$ cat src/rtl/norm_ctrl_if.sv
// norm_ctrl_if: requester handshake plus shift-register control bundle for norm_ctrl.
// The zero flag exists only when NORM_CTRL_ZERO_DET_EN is defined.
interface norm_ctrl_if #(parameter int WIDTH = 8);
  localparam int CW = $clog2(WIDTH);
  logic start, msb_in, ready, load, shift_en, in_sh, done;
  logic [CW-1:0] shamt;
`ifdef NORM_CTRL_ZERO_DET_EN
  logic zero;
  modport master (output start, msb_in, input ready, load, shift_en, in_sh, shamt, done, zero);
  modport slave (input start, msb_in, output ready, load, shift_en, in_sh, shamt, done, zero);
`else
  modport master (output start, msb_in, input ready, load, shift_en, in_sh, shamt, done);
  modport slave (input start, msb_in, output ready, load, shift_en, in_sh, shamt, done);
`endif
endinterface

$ cat src/rtl/norm_ctrl.sv
// norm_ctrl: left-normalises an external shift register and reports the shift count.
// NORM_CTRL_ZERO_DET_EN adds a zero flag and reports shamt=0 for an all-zero operand.
module norm_ctrl #(parameter int WIDTH = 8) (
  input logic clk,
  input logic rst,
  norm_ctrl_if.slave bus
);
  localparam int CW = $clog2(WIDTH);
`ifdef NORM_CTRL_ZERO_DET_EN
  localparam bit ZD = 1'b1;
`else
  localparam bit ZD = 1'b0;
`endif
  typedef enum logic [1:0] {IDLE, LOAD, SHIFT, DONE} state_t;
  state_t state_q, state_d;
  logic [CW-1:0] count_q, count_d, shamt_q, shamt_d;
  logic last, zero_d, shift_en;
  always_comb begin
    state_d = state_q;
    count_d = count_q;
    shamt_d = shamt_q;
    zero_d = 1'b0;
    shift_en = 1'b0;
    last = count_q == CW'(WIDTH - 1);
    case (state_q)
      IDLE: state_d = bus.start ? LOAD : IDLE;
      LOAD: begin
        count_d = '0;
        state_d = SHIFT;
      end
      SHIFT: begin
        // Stop on a set MSB, or after WIDTH-1 shifts when the operand is all zero
        if (bus.msb_in || last) begin
          state_d = DONE;
          zero_d = !bus.msb_in;
          shamt_d = (ZD && zero_d) ? '0 : count_q;
        end else begin
          shift_en = 1'b1;
          count_d = count_q + 1'b1;
        end
      end
      default: state_d = IDLE;
    endcase
  end
  always_ff @(posedge clk or negedge rst) begin
    if (!rst) begin
      state_q <= IDLE;
      count_q <= '0;
      shamt_q <= '0;
    end else begin
      state_q <= state_d;
      count_q <= count_d;
      shamt_q <= shamt_d;
    end
  end
`ifdef NORM_CTRL_ZERO_DET_EN
  logic zero_q;
  always_ff @(posedge clk or negedge rst) begin
    if (!rst) zero_q <= 1'b0;
    else zero_q <= zero_d;
  end
  assign bus.zero = zero_q;
`endif
  assign bus.ready = state_q == IDLE;
  assign bus.load = state_q == LOAD;
  assign bus.done = state_q == DONE;
  assign bus.shift_en = shift_en;
  assign bus.in_sh = 1'b0;
  assign bus.shamt = shamt_q;
endmodule

$ cat src/flat_wrapper.sv
// flat-port wrapper written by rule: the top's interface ports become plain ports
module norm_ctrl_flat 
#(parameter int WIDTH = 8)
  (clk, rst, bus_start, bus_msb_in, bus_ready, bus_load, bus_shift_en, bus_in_sh, bus_shamt, bus_done);
  norm_ctrl_if #(.WIDTH(WIDTH)) bus_i ();
  input logic clk;
  input logic rst;
  input wire logic [$bits(bus_i.start)-1:0] bus_start;
  input wire logic [$bits(bus_i.msb_in)-1:0] bus_msb_in;
  output wire logic [$bits(bus_i.ready)-1:0] bus_ready;
  output wire logic [$bits(bus_i.load)-1:0] bus_load;
  output wire logic [$bits(bus_i.shift_en)-1:0] bus_shift_en;
  output wire logic [$bits(bus_i.in_sh)-1:0] bus_in_sh;
  output wire logic [$bits(bus_i.shamt)-1:0] bus_shamt;
  output wire logic [$bits(bus_i.done)-1:0] bus_done;
  assign bus_i.start = bus_start;
  assign bus_i.msb_in = bus_msb_in;
  assign bus_ready = bus_i.ready;
  assign bus_load = bus_i.load;
  assign bus_shift_en = bus_i.shift_en;
  assign bus_in_sh = bus_i.in_sh;
  assign bus_shamt = bus_i.shamt;
  assign bus_done = bus_i.done;
  norm_ctrl #(.WIDTH(WIDTH)) u_core (.clk(clk), .rst(rst), .bus(bus_i));
endmodule
$ cat config.mk
export PLATFORM = sky130hd
export DESIGN_NAME = norm_ctrl_flat
export DESIGN_NICKNAME = d
export VERILOG_FILES = /design/src/rtl/norm_ctrl_if.sv /design/src/rtl/norm_ctrl.sv /design/src/flat_wrapper.sv
export SDC_FILE = /design/constraint.sdc
export NUM_CORES = 1
export LEC_CHECK = 0
export CAP_MARGIN = 5
export CORE_AREA = 5 5 42 44
export DETAILED_ROUTE_END_ITERATION = 8
export DIE_AREA = 0 0 47 49
export SLEW_MARGIN = 30
export SYNTH_ARGS = -nofsm -noshare
export SYNTH_HDL_FRONTEND = slang
export SYNTH_SLANG_ARGS = --single-unit
$ cat constraint.sdc
create_clock -name clk -period 4.5 [get_ports clk]
set_input_delay 0.675 -clock clk [delete_from_list [all_inputs] [get_ports clk]]
set_output_delay 0.675 -clock clk [all_outputs]
set_load 0.02 [all_outputs]
==> summary.md <==
| Metric | Value |
|---|---|
| Outcome | complete, no violations |
| RSZ-0062 raised after global routing | false |
| Die area | between 2000 and 2500 um2 |
| Vias in the first global route | ~300 |
| Maxcap violations | 0 |
| Most common cell after layout, fill and taps aside | clkdlybuf4s50_1 |
| Worst-Margin Slew | approximately 0.49 ns |
| Die width | approximately 47 um |
| # hold bufs at CTS | 0 |
| Tcrit/Tclk final | 0.608 |
| Final min period | between 2 and 3 ns |
| Largest stage delay on the critical path | approximately 0.64 ns |
| Critical path arrival | 2.06 ns |
| Seq cells post-synth | 8 |
| H-Tree Level Count | 1 |
| Worst Skew | a little over 0.006 ns |
| Row count | 14 |
| Clock latency on the worst-skew pair | roughly 0.26 ns |
| Simple-gate share of the synthesized area | 0.0919 |
| Critical path's top delay family | buffers and inverters |
| Maximum vdd ir drop | between 0.2 and 0.3 mV |
| CTS tree | yes |
| CP endpoint kind | output pin |
| Final Hold Viols | 0 |
| Syn avg cell area | 12.5 um2 |
| Slowest-stage cell, CP | clkdlybuf4s50_1 |
| Synth Cell Area | 463 um2 |
| Post-CTS repair timing setup buffer count | 0 |
| Max Clock Freq | 0.365 GHz |
| Crit-path cells | clkdlybuf4s50_1 -> nor3b_4 -> clkdlybuf4s50_1 |
| Post-Synth Adder-Cell Area | 0.162 |
| Die height | between 40 and 50 um |
| Number of top-level pins | 12 |
| Total CTS buffers | 3 |
| Leak pwr | 0.000289 uW |
| Final Max Tran Viols | 0 |
| DR DRC count | 0 |
| Most frequent cells in the layout | 10 x clkdlybuf4s50_1, 8 x dfrtp_1, 6 x ha_1, 4 x mux2_2, 3 x clkbuf_4 |
| # diodes | 0 |
| Detailed placement HPWL | around 600 um |
| Largest family of logic cells by synthesized area | adder cells |
| Setup TNS | 0 ns |
| Via count | about 300 |
| Crit path buf inv count | 2 |
| Rel. slew slack | 0.667 |
| Final number of setup-violating endpoints | 0 |
| Area share of xor/xnor cells in the synthesized design | 0.0189 |
| Clock Tree Root | clkbuf_4 |
| YS warnings | 0 |
| Antenna violations before repair | 0 |
| Clock Sinks | 8 |
| Syn nets | 47 |
| Post-Synthesis Cells | 37 |
| TritonRoute pass-1 iters | 4 |
| Pin count of the biggest net entering global routing | 9 |
| Crit Path Class | in2out |
| Req. time, crit path | between 3 and 4 ns |
| Post-synthesis mux area share | 0.154 |
| Setup ws final | around 1.8 ns |
| CTS resizes | 0 |
| Clock slew at reported path FFs | approximately 0.05 ns |
| Worst Hold Class | reg2reg |
| Crit Path Max Fanout | 4 |
| Pwr dens | approximately 690 nW/um2 |
| GRT Util Overall | 0.0825 |
| Post-route ant nets | 0 |
| Pre-CTS setup slack | approximately 1.8 ns |
| Post-layout total power | approximately 400 uW |
| Post-synth cell types | 19 |
| Gr ovfl total | 0 |
| First-pass GRT wire length | 1270 um |
| GPL Wtd Cong | around 0.67 |
| Final net count | 61 |
| Layout cells sized above 1 | 0.204 |
| Most used cell, CP | clkdlybuf4s50_1 |
| Synth Area in Compound Gates | 0.100 |
| Core area | between 1000 and 1500 um2 |
| Clk buf depth | 2 |
| Detailed-route wire length per cell | 11.6 um |
| I/O Buffers | 10 |
| Total wire length | roughly 760 um |
| DRT iter0 DRCs | 1 |
| Via-per-instance ratio | 4.68 |
| Initial core utilization | 0.330 |
| Synthesis-to-layout area growth | 29.2% |
| Sequential area share after synthesis | 0.432 |
| Crit path launch type | input pin |
cells in the mapped netlist (all sizes together):
cell   n  area, um2
a21o   1       7.51
a21oi  1       5.00
a22o   2       17.5
a31oi  1       6.26
buf    1       7.51
conb   1       3.75
dfrtp  8        200
ha     6       75.1
inv    2       7.51
mux2   6       71.3
nor2   2       10.0
nor3b  2       26.3
o21ai  2       10.0
or3    1       6.26
xor2   1       8.76
worst paths after layout:
kind,startpoint,end,slack (ns),cells after the start
worst min-delay path,u_core.bus.shamt[0],u_core.bus.shamt[0],0.50,1
worst min register to register,u_core.bus.shamt[0],u_core.bus.shamt[0],0.50,1
max in group asynchronous,rst,u_core.bus.shamt[0],3.53,1
worst max register to register,u_core.count_q[0],u_core.bus.shamt[2],2.69,4
min in group asynchronous,rst,u_core.count_q[2],0.70,1
worst max-delay path,bus_msb_in,bus_shift_en,1.76,3
kinds of logic after synthesis:
group | Yosys count
compound gates | 7
xor+xnor | 1
fa+ha+maj | 6
buf+inv | 3
flops | 8
mux | 6
other cells | 1
simple gates | 5
stage by stage:
stage,hold WS [ns],util,cell area [um2],cells
3_3_place_gp,0.490,0.411,576,62
4_1_cts,0.511,0.427,598,65
3_5_place_dp,0.499,0.411,576,62
2_1_floorplan,0.379,-,463,37
6_report,0.505,0.427,598,65
5_1_grt,0.525,0.427,598,65
power breakdown:
group          switching (uW)  internal (uW)  leakage [uW]
clock                    24.4           30.5     0.0000138
combinational             105            121      0.000172
sequential               25.5            105      0.000103
total                     155            256      0.000289
layer usage:
| layer | GRT usage | vias up | share of wire | routed length, um |
|---|---|---|---|---|
| met5 | 0 | - | 0 | 0 |
| met4 | 0.0968 | 0 | 0.053 | 40 |
| met3 | 0.0221 | 5 | 0.052 | 39 |
| met2 | 0.0950 | 8 | 0.38 | 289 |
| met1 | 0.107 | 139 | 0.51 | 388 |
| li1 | - | 152 | - | - |
state kept, by name (all words and copies together), names as in the netlist:
| signal | cells |
|---|---|
| u_core.state_q | 2 |
| u_core.count_q | 3 |
| u_core.bus.shamt | 3 |
final cells by class:
| class | count | area (um2) |
|---|---|---|
| fillers | 138 | 803 |
| multi-input cells | 26 | 248 |
| flip-flops and latches | 8 | 200 |
| repair buffers | 10 | 100 |
| clock buffers | 3 | 22.5 |
| well taps | 16 | 20.0 |
| inverters | 2 | 7.51 |
Power figures use the tool's default switching activity.
